$ cat src/rtl/pkt_rx_pkg.sv
`default_nettype none
// ============================================================================
// Module      : pkt_rx_pkg
// Description : Shared types and widths for the MAC packet RX reader.
// Revision    : 1.0 - initial release
// ============================================================================
package pkt_rx_pkg;

    localparam int DATA_W = 64;
    localparam int MOD_W  = 3;

    typedef enum logic [1:0] {
        IDLE = 2'd0,
        READ = 2'd1,
        GAP  = 2'd2
    } rx_state_t;

    typedef struct packed {
        logic [DATA_W-1:0] data;
        logic              sop;
        logic              eop;
        logic [MOD_W-1:0]  mod;
        logic              err;
    } rx_word_t;

endpackage
`default_nettype wire

$ cat src/rtl/pkt_rx_fifo.sv
`default_nettype none
// ============================================================================
// Module      : pkt_rx_fifo
// Description : First-word-fall-through FIFO of rx_word_t with occupancy count.
// Revision    : 1.0 - initial release
// ============================================================================
module pkt_rx_fifo
    import pkt_rx_pkg::*;
#(
    parameter int DEPTH = 4
) (
    input  logic                   clk,
    input  logic                   rst,
    input  logic                   i_push,
    input  rx_word_t               i_data,
    input  logic                   i_pop,
    output rx_word_t               o_data,
    output logic                   o_valid,
    output logic                   o_full,
    output logic [$clog2(DEPTH):0] o_count
);

    localparam int                 c_PTR_W   = $clog2(DEPTH);
    localparam logic [c_PTR_W-1:0] c_PTR_ONE = c_PTR_W'(1);
    localparam logic [c_PTR_W:0]   c_CNT_ONE = (c_PTR_W + 1)'(1);
    localparam logic [c_PTR_W:0]   c_FULL    = (c_PTR_W + 1)'(DEPTH);

    rx_word_t           r_mem [DEPTH];
    logic [c_PTR_W-1:0] r_wr_ptr;
    logic [c_PTR_W-1:0] r_rd_ptr;
    logic [c_PTR_W:0]   r_count;
    logic               w_push;
    logic               w_pop;

    assign o_valid = (r_count != '0);
    assign o_full  = (r_count == c_FULL);
    assign o_count = r_count;
    assign w_pop   = i_pop & o_valid;
    assign w_push  = i_push & (!o_full | w_pop);

    // Head is forced to zero when empty so idle output fields read as 0.
    assign o_data  = o_valid ? r_mem[r_rd_ptr] : '0;

    always_ff @(posedge clk) begin
        if (rst) begin
            r_wr_ptr <= '0;
            r_rd_ptr <= '0;
            r_count  <= '0;
        end else begin
            if (w_push) begin
                r_wr_ptr <= r_wr_ptr + c_PTR_ONE;
            end
            if (w_pop) begin
                r_rd_ptr <= r_rd_ptr + c_PTR_ONE;
            end
            case ({w_push, w_pop})
                2'b10:   r_count <= r_count + c_CNT_ONE;
                2'b01:   r_count <= r_count - c_CNT_ONE;
                default: r_count <= r_count;
            endcase
        end
    end

    always_ff @(posedge clk) begin
        if (w_push) begin
            r_mem[r_wr_ptr] <= i_data;
        end
    end

endmodule
`default_nettype wire

$ cat src/rtl/pkt_rx_reader.sv
`default_nettype none
// ============================================================================
// Module      : pkt_rx_reader
// Description : Pulls frames from the MAC RX FIFO, checks framing, buffers
//               words onto a valid/ready stream and keeps frame statistics.
// Revision    : 1.0 - initial release
// ============================================================================
module pkt_rx_reader
    import pkt_rx_pkg::*;
#(
    parameter int FIFO_DEPTH = 4
) (
    input  logic              clk_156m25,
    input  logic              reset_156m25,
    input  logic              pkt_rx_avail,
    output logic              pkt_rx_ren,
    input  logic              pkt_rx_val,
    input  logic [DATA_W-1:0] pkt_rx_data,
    input  logic              pkt_rx_sop,
    input  logic              pkt_rx_eop,
    input  logic [MOD_W-1:0]  pkt_rx_mod,
    input  logic              pkt_rx_err,
    output logic              out_valid,
    input  logic              out_ready,
    output logic [DATA_W-1:0] out_data,
    output logic              out_sop,
    output logic              out_eop,
    output logic              out_err,
    output logic [MOD_W-1:0]  out_mod,
    output logic [31:0]       pkt_cnt,
    output logic [31:0]       err_cnt,
    output logic [15:0]       last_len
);

    localparam int                 c_CNT_W = $clog2(FIFO_DEPTH) + 1;
    localparam logic [c_CNT_W-1:0] c_DEPTH = c_CNT_W'(FIFO_DEPTH);

    rx_state_t          r_state;
    rx_state_t          w_state_next;
    logic               w_ren;
    logic               r_ren_q;
    logic [c_CNT_W-1:0] w_count;
    logic [c_CNT_W-1:0] w_occ;
    logic               w_full;
    logic               w_push;
    logic               w_pop;
    logic               w_valid;
    logic               w_rx_eop;
    rx_word_t           w_in_word;
    rx_word_t           w_head;

    logic               r_in_pkt;
    logic               r_frm_err;
    logic [12:0]        r_word_cnt;
    logic               w_frm_err;
    logic [3:0]         w_mod_bytes;
    logic [15:0]        w_len;
    logic [31:0]        r_pkt_cnt;
    logic [31:0]        r_err_cnt;
    logic [15:0]        r_last_len;

    assign w_rx_eop = pkt_rx_val & pkt_rx_eop;
    // Buffered words plus the one still in flight from last cycle's read.
    assign w_occ    = w_count + c_CNT_W'(r_ren_q);

    always_ff @(posedge clk_156m25) begin
        if (reset_156m25) begin
            r_state <= IDLE;
            r_ren_q <= 1'b0;
        end else begin
            r_state <= w_state_next;
            r_ren_q <= w_ren;
        end
    end

    always_comb begin
        w_state_next = r_state;
        w_ren        = 1'b0;
        case (r_state)
            IDLE: begin
                if (pkt_rx_avail) begin
                    w_state_next = READ;
                end
            end
            READ: begin
                w_ren = !w_rx_eop && (w_occ < c_DEPTH) && !reset_156m25;
                if (w_rx_eop) begin
                    w_state_next = GAP;
                end
            end
            GAP: begin
                w_state_next = IDLE;
            end
            default: begin
                w_state_next = IDLE;
            end
        endcase
    end

    assign pkt_rx_ren = w_ren;

    // Framing checker: a missing SOP or a repeated SOP taints the whole frame.
    assign w_push    = pkt_rx_val && (r_state == READ) && !reset_156m25;
    assign w_frm_err = r_frm_err
                     | (r_in_pkt & pkt_rx_sop)
                     | (!r_in_pkt & !pkt_rx_sop);

    assign w_in_word.data = pkt_rx_data;
    assign w_in_word.sop  = pkt_rx_sop | !r_in_pkt;
    assign w_in_word.eop  = pkt_rx_eop;
    assign w_in_word.mod  = pkt_rx_mod;
    assign w_in_word.err  = pkt_rx_eop & (pkt_rx_err | w_frm_err);

    assign w_mod_bytes = (pkt_rx_mod == '0) ? 4'd8 : {1'b0, pkt_rx_mod};
    assign w_len       = {r_word_cnt, 3'b000} + {12'd0, w_mod_bytes};

    always_ff @(posedge clk_156m25) begin
        if (reset_156m25) begin
            r_in_pkt   <= 1'b0;
            r_frm_err  <= 1'b0;
            r_word_cnt <= '0;
            r_last_len <= '0;
        end else if (w_push) begin
            if (pkt_rx_eop) begin
                r_in_pkt   <= 1'b0;
                r_frm_err  <= 1'b0;
                r_word_cnt <= '0;
                r_last_len <= w_len;
            end else begin
                r_in_pkt   <= 1'b1;
                r_frm_err  <= w_frm_err;
                r_word_cnt <= r_word_cnt + 13'd1;
            end
        end
    end

    pkt_rx_fifo #(
        .DEPTH   (FIFO_DEPTH)
    ) u_fifo (
        .clk     (clk_156m25),
        .rst     (reset_156m25),
        .i_push  (w_push),
        .i_data  (w_in_word),
        .i_pop   (w_pop),
        .o_data  (w_head),
        .o_valid (w_valid),
        .o_full  (w_full),
        .o_count (w_count)
    );

    assign w_pop = w_valid & out_ready;

    always_ff @(posedge clk_156m25) begin
        if (reset_156m25) begin
            r_pkt_cnt <= '0;
            r_err_cnt <= '0;
        end else if (w_pop && w_head.eop) begin
            r_pkt_cnt <= r_pkt_cnt + 32'd1;
            if (w_head.err) begin
                r_err_cnt <= r_err_cnt + 32'd1;
            end
        end
    end

    assert property (@(posedge clk_156m25) disable iff (reset_156m25) !(w_push && w_full));

    assign out_valid = w_valid;
    assign out_data  = w_head.data;
    assign out_sop   = w_head.sop;
    assign out_eop   = w_head.eop;
    assign out_mod   = w_head.mod;
    assign out_err   = w_head.err;
    assign pkt_cnt   = r_pkt_cnt;
    assign err_cnt   = r_err_cnt;
    assign last_len  = r_last_len;

endmodule
`default_nettype wire

$ cat config.mk
export PLATFORM = sky130hd
export DESIGN_NAME = pkt_rx_reader
export DESIGN_NICKNAME = d
export VERILOG_FILES = /design/src/rtl/pkt_rx_pkg.sv /design/src/rtl/pkt_rx_fifo.sv /design/src/rtl/pkt_rx_reader.sv
export SDC_FILE = /design/constraint.sdc
export NUM_CORES = 1
export LEC_CHECK = 0
export CAP_MARGIN = 10
export CORE_UTILIZATION = 47
export DETAILED_ROUTE_END_ITERATION = 8
export DONT_BUFFER_PORTS = 1
export MAX_ROUTING_LAYER = met4
export SYNTH_ARGS = -nofsm -noshare
export SYNTH_HDL_FRONTEND = slang
export SYNTH_HIERARCHICAL = 1
export SYNTH_SLANG_ARGS = --single-unit
$ cat constraint.sdc
create_clock -name clk_156m25 -period 10.5 [get_ports clk_156m25]
set_input_delay 1.05 -clock clk_156m25 [delete_from_list [all_inputs] [get_ports clk_156m25]]
set_output_delay 1.05 -clock clk_156m25 [all_outputs]
set_load 0.005 [all_outputs]
==> run_results.csv <==
group,metric,value,unit
logic_synthesis,syn-cell-area,15600,um2
global_route,grt_max_degree,101,
drt,drtPass1Iterations,4,
sta,setup-violations-final,0,
setup_path,crit_fanout,42,
sta,clock.fmax,0.254,GHz
run_status,status,"finished, final reports clean",
cts,cts_hold_buf,0,
sta,drv_slew,0,
floorplanning,rows,66,
sta,fin_crit_sh,37.5,%
cts,cts_resized,0,
setup_path,end_kind,"output port",
floorplanning,die_w,184,um
cells_and_area,syn_to_final_growth,9.86,%
drt,drc,0,
logic_synthesis,synthCells,1019,
cts,cts_tree,"built",
cells_and_area,final-seq-area,10600,um2
setup_path,r2r_slack,6.99,ns
cts,clock_sinks,387,
setup_path,r2r_cells,7,
sta,setup-tns-final,0,ns
setup_path,path_class,"reg -> out",
setup_path,arrival,2.89,ns
setup_path,reg2reg_to,"pkt_cnt[29]",
placed_design,dpl.hpwl,17.9,mm
drt,drt_iter0_drc,414,
cts,clockBufferDepth,3,
min_path,min_path_cells,1,
logic_synthesis,yosys_warnings,6,
cts,root_buffer,"clkbuf_16",
sta,skew,0.0201,ns
cts,path_clk_slew,0.06,ns
global_route,grt_pass1_wl,47.2,mm
power,power_density,176,nW/um2
min_path,hold_class,"reg -> reg",
drt,antenna_left,0,
global_route,grt_pass1_vias,8250,
sta,hold_viol_final,0,
sta,fin_hold_ws,0.467,ns
sta,fin_crit,3.94,ns
cts,h-tree-depth,2,
cells_and_area,fill_cells,2681,
power,power_leakage,5.51,nW
floorplanning,die_h,184,um
global_route,grt-ovfl-total,0,
drt,wl_per_cell,20.3,um
placed_design,numPortBuffers,0,
sta,rsz0062_at_grt,"no",
sta,worstMarginPinSlew,1.19,ns
cts,clock_latency,0.53,ns
floorplanning,ioPinCount,227,
drt,drt-total-wl,30.3,mm
setup_path,slowest_stage,"buf_4",
global_route,grt_usage,18.7,%
global_route,grt_antenna_before_repair,0,
placed_design,gp_congestion,0.762,
floorplanning,die-area,34000,um2
min_path,holdPathEnd,"r_state[0]",
setup_path,crit_path_max_incr_delay,0.77,ns
floorplanning,initial_utilization,47.9,%
floorplanning,core,32600,um2
cells_and_area,drive_gt1_share,15.2,%
job,maxCapViolations,0,
setup_path,crit_chain,"buf_4 -> mux4_2 -> and2_1",
cells_and_area,multiInputGateArea,4710,um2
power,irDropWorstVdd,0.0972,mV
setup_path,start_kind,"flop",
cells_and_area,fin_nets,1102,
drt,routed-via-count,8080,
drt,vias_per_cell,5.43,
min_path,hold_start,"r_state[0]",
logic_synthesis,syn_area_per_cell,15.3,um2
cts,post_cts_buffers,0,
logic_synthesis,syn_nets,1105,
sta,slew_headroom,20.6,%
cts,cts_buffers,42,
cells_and_area,finish.utilization,52.7,%
setup_path,crit_required,9.45,ns
power,total_power,0.00303,W
placed_design,dpl-instance-area,15900,um2
cells_and_area,diodes,0,
cells_and_area,final_cell_area,17200,um2
-- report_power, final --
group / total (W) / switching (W) / internal [W]
Combinational: 0.0000259 / 0.0000145 / 0.0000113
Clock: 0.00135 / 0.000561 / 0.000792
Sequential: 0.00165 / 0.00000320 / 0.00165
Total: 0.00303 / 0.000579 / 0.00245
-- critical path: cells and delay by family (launching register included) --
kind	cells	cell delay (ns)
buffers and inverters	1	0.77
DFF	1	0.74
muxes	1	0.63
and+or+nand+nor	1	0.19
-- how the worst max path moves through the flow --
stage,depth (start not counted),end,slack [ns]
6_report,3,out_data[18],6.56
5_1_grt,3,out_data[18],6.28
4_1_cts,3,out_data[2],6.41
3_5_place_dp,7,u_fifo/r_mem[0][35],6.77
3_3_place_gp,7,u_fifo/r_mem[2][35],6.86
2_1_floorplan,8,u_fifo/r_mem[0][0],6.13
-- sequential cells by signal, indices dropped and copies added, names as in the netlist, named ones only --
name	count
u_fifo/r_wr_ptr	2
r_ren_q	1
r_word_cnt	13
u_fifo/r_mem	280
pkt_cnt	32
u_fifo/o_count	3
err_cnt	32
r_in_pkt	1
last_len	16
r_state	2
r_frm_err	1
u_fifo/r_rd_ptr	2
-- routing by layer --
metal / part of all wire (%) / track usage (%)
met5: 0 / -
met4: 2.0 / 5.33
met3: 7.6 / 5.69
met2: 48 / 29.0
met1: 43 / 23.7
-- area by class of cell --
type | count | share of cell area (%)
Multi-Input combinational cell | 568 | 27.4
Timing Repair Buffer | 5 | 0.219
Clock inverter | 23 | 0.765
Tap cell | 442 | 3.22
Clock buffer | 52 | 6.64
Inverter | 12 | 0.262
Sequential cell | 387 | 61.5
-- cells in the final DEF (no fill, tap or decap), types with 6 or more instances in the layout --
cell type and count:
a21oi_1 18, and2_1 76, and3_1 12, clkbuf_1 7, clkbuf_16 44, clkinv_1 10, clkinv_2 11, dfxtp_1 105
edfxtp_1 280, ha_1 10, inv_1 11, mux4_2 70, nand2_1 45, nand2b_1 6, nand3_1 29, nand3b_1 18
nand4_1 32, nor2_1 86, nor3_1 10, o21ai_0 19, or3_1 8, xnor2_1 25, xor2_1 50
-- through the flow --
stage | instances | setup WS [ns]
floorplan | 1019 | 6.13
global placement | 1414 | 6.86
detailed placement | 1414 | 6.77
CTS | 1489 | 6.41
global route | 1489 | 6.28
finish | 1489 | 6.56
(Power assumes the default switching activity.)
